==> src/rtl/gated_logic_pipe_if.sv <==
// gated_logic_pipe_if
// Purpose: groups the operand/handshake/result signals of gated_logic_pipe.
// Signals:
//   a, b, c    [WIDTH]   operand vectors, lane i uses bit i of each
//   mode       [2]       function select, travels with the operands
//   in_valid / in_ready  input handshake
//   d          [WIDTH]   per-lane result
//   ones       [ONES_W]  popcount of d
//   out_valid / out_ready output handshake
// Modports: master = upstream/downstream environment, slave = the pipe.
interface gated_logic_pipe_if #(
  parameter int WIDTH = 8
);
  localparam int ONES_W = $clog2(WIDTH + 1);

  logic [WIDTH-1:0]  a;
  logic [WIDTH-1:0]  b;
  logic [WIDTH-1:0]  c;
  logic [1:0]        mode;
  logic              in_valid;
  logic              in_ready;
  logic [WIDTH-1:0]  d;
  logic [ONES_W-1:0] ones;
  logic              out_valid;
  logic              out_ready;

  modport master (
    output a, b, c, mode, in_valid, out_ready,
    input  in_ready, d, ones, out_valid
  );

  modport slave (
    input  a, b, c, mode, in_valid, out_ready,
    output in_ready, d, ones, out_valid
  );
endinterface

==> src/rtl/gated_logic_pipe.sv <==
// gated_logic_pipe
// Purpose: two-stage valid/ready pipeline computing a per-lane gated logic
// function of a, b, c selected by mode, plus the popcount of the result and
// a saturating counter of delivered non-zero results.
// Ports:
//   clk       rising-edge clock
//   rst       asynchronous active-high reset
//   bus       gated_logic_pipe_if.slave (operands, mode, handshakes, d, ones)
//   clr_hits  synchronous clear of hits (wins over a same-cycle increment)
//   hits      [CNT_W] saturating count of delivered results with d != 0
module gated_logic_pipe #(
  parameter int WIDTH = 8,
  parameter int CNT_W = 16
) (
  input  logic              clk,
  input  logic              rst,
  gated_logic_pipe_if.slave bus,
  input  logic              clr_hits,
  output logic [CNT_W-1:0]  hits
);
  localparam int ONES_W = $clog2(WIDTH + 1);
  localparam logic [CNT_W-1:0] HITS_MAX = {CNT_W{1'b1}};

  // Per-lane function selected by mode.
  function automatic logic [WIDTH-1:0] lane_fn(
    input logic [1:0]       m,
    input logic [WIDTH-1:0] x,
    input logic [WIDTH-1:0] y,
    input logic [WIDTH-1:0] z
  );
    logic [WIDTH-1:0] r;
    case (m)
      2'd0:    r = ~(x | y) & z;
      2'd1:    r = (x | y) & z;
      2'd2:    r = ~(x & y) & z;
      2'd3:    r = (x ^ y) & z;
      default: r = {WIDTH{1'b0}};
    endcase
    return r;
  endfunction

  // Number of set bits in a result word.
  function automatic logic [ONES_W-1:0] popcount(input logic [WIDTH-1:0] v);
    logic [ONES_W-1:0] cnt;
    cnt = {ONES_W{1'b0}};
    for (int i = 0; i < WIDTH; i++) begin
      if (v[i]) begin
        cnt = cnt + ONES_W'(1);
      end else begin
        cnt = cnt;
      end
    end
    return cnt;
  endfunction

  logic              s1_valid_r;
  logic [WIDTH-1:0]  s1_data_r;
  logic              out_valid_r;
  logic [WIDTH-1:0]  d_r;
  logic [ONES_W-1:0] ones_r;
  logic [CNT_W-1:0]  hits_r;

  logic s2_load_s;
  logic s1_load_s;
  logic in_xfer_s;
  logic out_xfer_s;

  // Stage load conditions; S1 may refill in the same cycle S2 drains, so a
  // full pipe with out_ready high keeps accepting one input per cycle.
  always_comb begin
    out_xfer_s = out_valid_r & bus.out_ready;
    s2_load_s  = ~out_valid_r | bus.out_ready;
    s1_load_s  = ~s1_valid_r | s2_load_s;
    in_xfer_s  = bus.in_valid & bus.in_ready;
  end

  // in_ready is forced low while reset is held.
  assign bus.in_ready  = s1_load_s & ~rst;
  assign bus.out_valid = out_valid_r;
  assign bus.d         = d_r;
  assign bus.ones      = ones_r;
  assign hits          = hits_r;

  // Stage 1: capture the function result together with its own mode.
  always_ff @(posedge clk or posedge rst) begin
    if (rst) begin
      s1_valid_r <= 1'b0;
      s1_data_r  <= {WIDTH{1'b0}};
    end else if (s1_load_s) begin
      s1_valid_r <= in_xfer_s;
      if (in_xfer_s) begin
        s1_data_r <= lane_fn(bus.mode, bus.a, bus.b, bus.c);
      end
    end
  end

  // Stage 2: result and popcount; held while downstream stalls.
  always_ff @(posedge clk or posedge rst) begin
    if (rst) begin
      out_valid_r <= 1'b0;
      d_r         <= {WIDTH{1'b0}};
      ones_r      <= {ONES_W{1'b0}};
    end else if (s2_load_s) begin
      out_valid_r <= s1_valid_r;
      if (s1_valid_r) begin
        d_r    <= s1_data_r;
        ones_r <= popcount(s1_data_r);
      end
    end
  end

  // Saturating hit counter; clear takes priority over a counted transfer.
  always_ff @(posedge clk or posedge rst) begin
    if (rst) begin
      hits_r <= {CNT_W{1'b0}};
    end else if (clr_hits) begin
      hits_r <= {CNT_W{1'b0}};
    end else if (out_xfer_s && (d_r != {WIDTH{1'b0}}) && (hits_r != HITS_MAX)) begin
      hits_r <= hits_r + CNT_W'(1);
    end
  end
endmodule

==> src/flat_wrapper.sv <==
// flat-port wrapper written by rule: the top's interface ports become plain ports
module gated_logic_pipe_flat 
#(
  parameter int WIDTH = 8,
  parameter int CNT_W = 16
)
  (clk, rst, clr_hits, hits, bus_a, bus_b, bus_c, bus_mode, bus_in_valid, bus_out_ready, bus_in_ready, bus_d, bus_ones, bus_out_valid);
  gated_logic_pipe_if #(.WIDTH(WIDTH)) bus_i ();
  input  logic clk;
  input  logic rst;
  input  logic clr_hits;
  output logic [CNT_W-1:0] hits;
  input wire logic [$bits(bus_i.a)-1:0] bus_a;
  input wire logic [$bits(bus_i.b)-1:0] bus_b;
  input wire logic [$bits(bus_i.c)-1:0] bus_c;
  input wire logic [$bits(bus_i.mode)-1:0] bus_mode;
  input wire logic [$bits(bus_i.in_valid)-1:0] bus_in_valid;
  input wire logic [$bits(bus_i.out_ready)-1:0] bus_out_ready;
  output wire logic [$bits(bus_i.in_ready)-1:0] bus_in_ready;
  output wire logic [$bits(bus_i.d)-1:0] bus_d;
  output wire logic [$bits(bus_i.ones)-1:0] bus_ones;
  output wire logic [$bits(bus_i.out_valid)-1:0] bus_out_valid;
  assign bus_i.a = bus_a;
  assign bus_i.b = bus_b;
  assign bus_i.c = bus_c;
  assign bus_i.mode = bus_mode;
  assign bus_i.in_valid = bus_in_valid;
  assign bus_i.out_ready = bus_out_ready;
  assign bus_in_ready = bus_i.in_ready;
  assign bus_d = bus_i.d;
  assign bus_ones = bus_i.ones;
  assign bus_out_valid = bus_i.out_valid;
  gated_logic_pipe #(.WIDTH(WIDTH), .CNT_W(CNT_W)) u_core (.clk(clk), .rst(rst), .bus(bus_i), .clr_hits(clr_hits), .hits(hits));
endmodule
==> config.mk <==
export PLATFORM = sky130hd
export DESIGN_NAME = gated_logic_pipe_flat
export DESIGN_NICKNAME = d
export VERILOG_FILES = /design/src/rtl/gated_logic_pipe_if.sv /design/src/rtl/gated_logic_pipe.sv /design/src/flat_wrapper.sv
export SDC_FILE = /design/constraint.sdc
export NUM_CORES = 1
export LEC_CHECK = 0
export CAP_MARGIN = 20
export CORE_UTILIZATION = 55
export DETAILED_ROUTE_END_ITERATION = 10
export HOLD_SLACK_MARGIN = 0.1
export PLACE_DENSITY = 0.82
export RECOVER_POWER = 100
export SLEW_MARGIN = 20
export SYNTH_ARGS = -nofsm -noshare
export SYNTH_HDL_FRONTEND = slang
export SYNTH_SLANG_ARGS = --single-unit
==> constraint.sdc <==
create_clock -name clk -period 9.4 [get_ports clk]
set_input_delay 1.88 -clock clk [delete_from_list [all_inputs] [get_ports clk]]
set_output_delay 1.88 -clock clk [all_outputs]
set_load 0.01 [all_outputs]
Yosys cells after proc, flatten, opt, wreduce, memory -nomap -nowiden
Index checks and enable logic that the tools add are counted.

word-level totals
  memories kept = 0
  input bits = 31
  word-level logic and storage cells = 67
  output and inout port bits = 30
  bits in read-only memories = 0
  memory bits (writable) = 0
  flip-flop bits (word level) = 38
  bits in latches = 0

operators by class
  reductions and logical operators = 7
  $mul = 0
  equal/unequal tests = 4
  magnitude comparators = 0
  shift-type cells = 0
  muxes and demuxes = 25
  add/sub/neg operators = 8
  bitwise operators = 17
  div/mod/pow operators = 0

operators by type and width
  operator                                                         number
  4-bit two-way mux                                                21
  8-bit AND                                                        5
  16-bit two-way mux                                               2
  8-bit case mux with 4 select lines                               1
  4-bit by 1-bit adder with 4-bit output, second input constant    7
  16-bit by 1-bit adder with 16-bit output, second input constant  1
  16-bit != test, second input constant                            1
  8-bit NOT                                                        2
  8-bit bitwise OR                                                 1
  8-bit nonzero test                                               1
  8-bit XOR                                                        1
  2-bit == test, second input constant                             2
  2-bit AND reduction                                              2
  1-bit AND                                                        3
  1-bit NOT                                                        3
  2-bit by 1-bit == test with 1-bit output, second input constant  1
  1-bit logical AND                                                2
  2-bit zero test                                                  1
  1-bit bitwise OR                                                 2
  2-bit nonzero test                                               1
  1-bit two-way mux                                                1

Depth between registers and ports, before layout
  depth after elaboration = 29
  gate-level depth with buffers = 18
  depth with buffers taken out = 18

Worst setup path after synthesis
OpenSTA, ideal clock, no wires.

  path kind = input to output
  start point = in bus_out_ready
  end point = out bus_in_ready
  setup slack = 5.342 ns
  stages = 2
  data required time = 7.520 ns
  buffers on the path = 0
  arrival = 2.178 ns
  cells stage by stage = nor2b_1 > a21oi_1

between the ends
  word-level cells in the longest chain between the ends = 3

RTL lines
  element             RTL line                source
  start: declaration  flat_wrapper.sv:18      input wire logic [$bits(bus_i.out_ready)-1:0] bus_out_ready;
  1-bit bitwise OR    gated_logic_pipe.sv:72  s2_load_s = ~out_valid_r | bus.out_ready;
  1-bit bitwise OR    gated_logic_pipe.sv:73  s1_load_s = ~s1_valid_r | s2_load_s;
  1-bit AND           gated_logic_pipe.sv:78  assign bus.in_ready = s1_load_s & ~rst;
  end: declaration    flat_wrapper.sv:19      output wire logic [$bits(bus_i.in_ready)-1:0] bus_in_ready;

No other way between the ends.

Worst setup path after layout
Same ends and word-level chain as after synthesis.

==> metrics.txt <==
# TYPE chip_impl_metric gauge
chip_impl_metric{name="fin_crit_sh",unit=""} 0.562
chip_impl_metric{name="grt-ovfl-total",unit=""} 0
chip_impl_metric{name="fraction_of_layout_instances_using_a_drive_strength_above_1",unit=""} 0.0672
chip_impl_metric{name="max_freq",unit="MHz"} 189
chip_impl_metric{name="globalRouteTotalUtil",unit=""} 0.222
chip_impl_metric{name="n_fill_cell",unit=""} 389
chip_impl_metric{name="cts_hold_repair.buffers",unit=""} 0
chip_impl_metric{name="totalNegativeSetupSlack",unit="ns"} 0
chip_impl_metric{name="finish.net_count",unit=""} 413
chip_impl_info{name="synth_top_area_cell",value="sky130_fd_sc_hd__dfrtp_1"} 1
chip_impl_metric{name="die_h",unit="um"} 72.9
chip_impl_metric{name="met2WireLength",unit="um"} 2580
chip_impl_metric{name="worstPathRequired",unit="ns"} 7.52
chip_impl_metric{name="fin_worst_hold_slack",unit="ns"} 0.486
chip_impl_metric{name="path_max_fanout",unit=""} 3
chip_impl_metric{name="antenna_cells",unit=""} 0
chip_impl_metric{name="tightestPinTransition",unit="ns"} 1.97
chip_impl_metric{name="ys_seq_area_frac",unit=""} 0.344
chip_impl_metric{name="power.switching_fraction",unit=""} 0.327
chip_impl_metric{name="wl_met3",unit="um"} 229
chip_impl_metric{name="initial_standard_cell_utilization_of_the_core",unit=""} 0.577
chip_impl_metric{name="wl_per_cell",unit="um"} 12.2
chip_impl_metric{name="synth_seq_cells",unit=""} 38
chip_impl_metric{name="antenna_violations_before_repair",unit=""} 0
chip_impl_metric{name="fp.dieW",unit="um"} 72.9
chip_impl_metric{name="finalHoldViolCount",unit=""} 0
chip_impl_info{name="regToRegStartpoint",value="u_core.s1_data_r[0]$_DFFE_PP0P_"} 1
chip_impl_info{name="synth_top_flop_cell",value="sky130_fd_sc_hd__dfrtp_1"} 1
chip_impl_metric{name="setup_violations",unit=""} 0
chip_impl_metric{name="grt_first_pass_wirelength",unit="um"} 9050
chip_impl_metric{name="final_antenna_net_count",unit=""} 0
chip_impl_metric{name="route.vias.total",unit=""} 2200
chip_impl_metric{name="clock_tree.buffer_depth",unit=""} 2
chip_impl_info{name="violated_checks",value="max-capacitance violations, max-slew violations"} 1
chip_impl_info{name="crit_type",value="input pin to output pin"} 1
chip_impl_info{name="worst_setup_path_start_kind",value="input pin"} 1
chip_impl_metric{name="synth-edff-count",unit=""} 0
chip_impl_metric{name="sequentialPowerShare",unit=""} 0.376
chip_impl_metric{name="dp.final_hpwl",unit="um"} 4130
chip_impl_metric{name="grt_max_degree",unit=""} 39
chip_impl_info{name="synth.top_cells.by_area",value="sky130_fd_sc_hd__dfrtp_1 34%, sky130_fd_sc_hd__ha_1 11%, sky130_fd_sc_hd__xor2_1 6.7%"} 1
chip_impl_metric{name="synth_top_area_share",unit=""} 0.344
chip_impl_metric{name="reg2regPathDepth",unit=""} 17
chip_impl_metric{name="synth_cells",unit=""} 304
chip_impl_metric{name="placedCellCount",unit=""} 417
chip_impl_metric{name="internal_power",unit="uW"} 379
chip_impl_metric{name="synthesis.nets",unit=""} 360
chip_impl_metric{name="io_buffer_count",unit=""} 60
chip_impl_metric{name="clkSlewWorstSetupHoldPaths",unit="ns"} 0.07
chip_impl_metric{name="maximum_vdd_drop",unit="mV"} 0.0825
chip_impl_metric{name="drtPass1Iterations",unit=""} 4
chip_impl_metric{name="final_period_minus_worst_setup_slack",unit="ns"} 5.28
chip_impl_info{name="run_status",value="finished, violations left"} 1
chip_impl_metric{name="slew_viol_final",unit=""} 39
chip_impl_metric{name="drt_first_iter_violations",unit=""} 151
chip_impl_metric{name="cap_viol_max_count",unit=""} 1
chip_impl_metric{name="cts_setup_buffers",unit=""} 0
chip_impl_info{name="critPathLaunch",value="bus_out_ready"} 1
chip_impl_metric{name="power.share.combinational",unit=""} 0.377
chip_impl_metric{name="ioPinCount",unit=""} 61
chip_impl_metric{name="areaGrowthSynthToFinish",unit="%"} 26.1
chip_impl_info{name="worst_r2r_endpoint",value="u_core.bus.ones[3]$_DFFE_PP0P_"} 1
chip_impl_metric{name="power",unit="uW"} 563
chip_impl_info{name="end_kind",value="output pin"} 1
chip_impl_metric{name="drt-vias-per-instance",unit=""} 5.19
chip_impl_metric{name="skew",unit="ns"} 0.00469
chip_impl_metric{name="synth.avg_cell_area",unit="um^2"} 9.09
chip_impl_metric{name="std_cell_rows",unit=""} 25
chip_impl_metric{name="gpl.final_weighted_congestion",unit=""} 0.780
chip_impl_metric{name="clk_latency",unit="ns"} 0.29
chip_impl_info{name="min_path_type",value="register to register"} 1
chip_impl_metric{name="clkSinkCount",unit=""} 38
chip_impl_info{name="endpoint",value="bus_in_ready"} 1
chip_impl_metric{name="switchingPower",unit="uW"} 184
chip_impl_metric{name="maxSlewHeadroom",unit=""} -0.310
chip_impl_metric{name="h_tree_level_count",unit=""} 2
chip_impl_metric{name="postRouteWirelength",unit="um"} 5180
chip_impl_metric{name="drc",unit=""} 0
chip_impl_metric{name="yosys_warnings",unit=""} 0
chip_impl_metric{name="yosysUniqueCellTypes",unit=""} 39
chip_impl_info{name="cts_tree",value="built"} 1
chip_impl_metric{name="met1_length",unit="um"} 2310
chip_impl_metric{name="postCtsResizedCells",unit=""} 0
chip_impl_metric{name="critical_path_arrival",unit="ns"} 3.40
chip_impl_info{name="root_buffer",value="sky130_fd_sc_hd__clkbuf_8"} 1
chip_impl_metric{name="power.leakage",unit="uW"} 0.00165
chip_impl_metric{name="mappedNetlistArea",unit="mm^2"} 0.00276
chip_impl_metric{name="core_area",unit="mm^2"} 0.00479
chip_impl_info{name="grt_setup_unrepaired",value="no"} 1
chip_impl_metric{name="powerDensity",unit="mW/mm^2"} 162
chip_impl_metric{name="pwr-share-clk",unit=""} 0.246
chip_impl_info{name="highest_layer",value="met4"} 1
chip_impl_metric{name="rrSetupSlack",unit="ns"} 5.50
chip_impl_metric{name="final_cell_count_no_fill",unit=""} 424
chip_impl_metric{name="floorplan.die_area",unit="mm^2"} 0.00531
chip_impl_metric{name="cts-buffers-inserted",unit=""} 5
chip_impl_metric{name="final_core_utilization",unit=""} 0.728
chip_impl_metric{name="first_global_vias",unit=""} 2047
chip_impl_metric{name="synth-async-reset-ratio",unit=""} 1.00
[power by group through the flow]
stage / combinational, uW / clock, uW / sequential (uW)
floorplan: 156 / 0 / 210
global placement: 216 / 0 / 214
detailed placement: 223 / 0 / 216
CTS: 223 / 142 / 213
global route: 240 / 150 / 216
finish: 212 / 139 / 212
[cells by family (layout without fill, tap and decap cells)]
family / after synthesis / after routing / share of synthesized area
xor gates and xnor gates: 33 / 33 / 0.120
muxes: 19 / 19 / 0.0770
and+or+nand+nor: 96 / 96 / 0.163
AOI/OAI and AO/OA: 50 / 50 / 0.118
buffers and inverters: 43 / 96 / 0.0648
adders and majority gates: 25 / 25 / 0.113
DFF: 38 / 38 / 0.344
[metrics by stage]
stage | area (um^2) | worst slack (ns)
after detailed placement | 3380 | 4.27
final | 3480 | 4.12
after global placement | 3380 | 4.28
after floorplan | 2760 | 5.34
after CTS | 3500 | 4.25
after global routing | 3480 | 4.06
[cells in the mapped netlist, types with 4 or more instances]
cell                       count
sky130_fd_sc_hd__o21ai_0      19
sky130_fd_sc_hd__inv_1        27
sky130_fd_sc_hd__nand2b_1      5
sky130_fd_sc_hd__a211oi_2      4
sky130_fd_sc_hd__a21oi_1      10
sky130_fd_sc_hd__ha_1         25
sky130_fd_sc_hd__dfrtp_1      38
sky130_fd_sc_hd__nor2_1       14
sky130_fd_sc_hd__xnor2_1       8
sky130_fd_sc_hd__o211ai_1     12
sky130_fd_sc_hd__mux2_2        8
sky130_fd_sc_hd__nand3_1      10
sky130_fd_sc_hd__clkbuf_1      9
sky130_fd_sc_hd__nand2_1      43
sky130_fd_sc_hd__or3_1         7
sky130_fd_sc_hd__xor2_1       21
sky130_fd_sc_hd__mux2i_1      10
[sequential cells by signal (all words and copies together), names as in the netlist]
register / count
u_core.bus.ones: 4
u_core.s1_valid_r: 1
u_core.bus.d: 8
u_core.s1_data_r: 8
u_core.hits: 16
u_core.bus.out_valid: 1
[layer usage]
layer,vias to the layer above,global-route usage
met2,61,0.384
met5,-,0
met3,5,0.0511
met4,0,0.0654
li1,1119,-
met1,1015,0.276
[area by class of cell]
| type | count | area, um^2 | share of cell area |
|---|---|---|---|
| Clock buffer | 6 | 82.6 | 0.0237 |
| Clock inverter | 1 | 30.0 | 0.00862 |
| Inverter | 27 | 101 | 0.0291 |
| Multi-Input combinational cell | 223 | 1630 | 0.467 |
| Sequential cell | 38 | 951 | 0.273 |
| Tap cell | 67 | 83.8 | 0.0241 |
| Timing Repair Buffer | 62 | 608 | 0.175 |
[cell usage in the layout (no fill, tap or decap), types with 6 or more instances in the layout]
cell type                         instances
sky130_fd_sc_hd__nand2_1                 43
sky130_fd_sc_hd__dfrtp_1                 38
sky130_fd_sc_hd__dlygate4sd3_1           33
sky130_fd_sc_hd__inv_1                   27
sky130_fd_sc_hd__clkdlybuf4s50_1         27
sky130_fd_sc_hd__ha_1                    25
sky130_fd_sc_hd__xor2_1                  21
sky130_fd_sc_hd__o21ai_0                 19
sky130_fd_sc_hd__nor2_1                  14
sky130_fd_sc_hd__o211ai_1                12
sky130_fd_sc_hd__nand3_1                 10
sky130_fd_sc_hd__a21oi_1                 10
sky130_fd_sc_hd__mux2i_1                 10
sky130_fd_sc_hd__mux2_2                   8
sky130_fd_sc_hd__xnor2_1                  8
sky130_fd_sc_hd__or3_1                    7
sky130_fd_sc_hd__clkbuf_8                 6
[worst max-delay path, cell delays in order]
cell and delay, ns:
sky130_fd_sc_hd__dlygate4sd3_1 0.59, sky130_fd_sc_hd__nor2b_1 0.21, sky130_fd_sc_hd__a21oi_1 0.11, sky130_fd_sc_hd__dlygate4sd3_1 0.61
[worst min-delay path by stage]
stage | startpoint | to | slack, ns | cells past startpoint
6_report | u_core.bus.ones[2]$_DFFE_PP0P_ | u_core.bus.ones[2]$_DFFE_PP0P_ | 0.49 | 2
5_1_grt | u_core.bus.ones[3]$_DFFE_PP0P_ | u_core.bus.ones[3]$_DFFE_PP0P_ | 0.53 | 2
4_1_cts | u_core.bus.ones[2]$_DFFE_PP0P_ | u_core.bus.ones[2]$_DFFE_PP0P_ | 0.50 | 2
3_5_place_dp | u_core.bus.ones[2]$_DFFE_PP0P_ | u_core.bus.ones[2]$_DFFE_PP0P_ | 0.48 | 2
3_3_place_gp | u_core.bus.ones[2]$_DFFE_PP0P_ | u_core.bus.ones[2]$_DFFE_PP0P_ | 0.46 | 2
2_1_floorplan | u_core.s1_valid_r$_DFFE_PP0N_ | u_core.s1_valid_r$_DFFE_PP0N_ | 0.47 | 2
No activity file was read; power rests on OpenSTA's default activity.
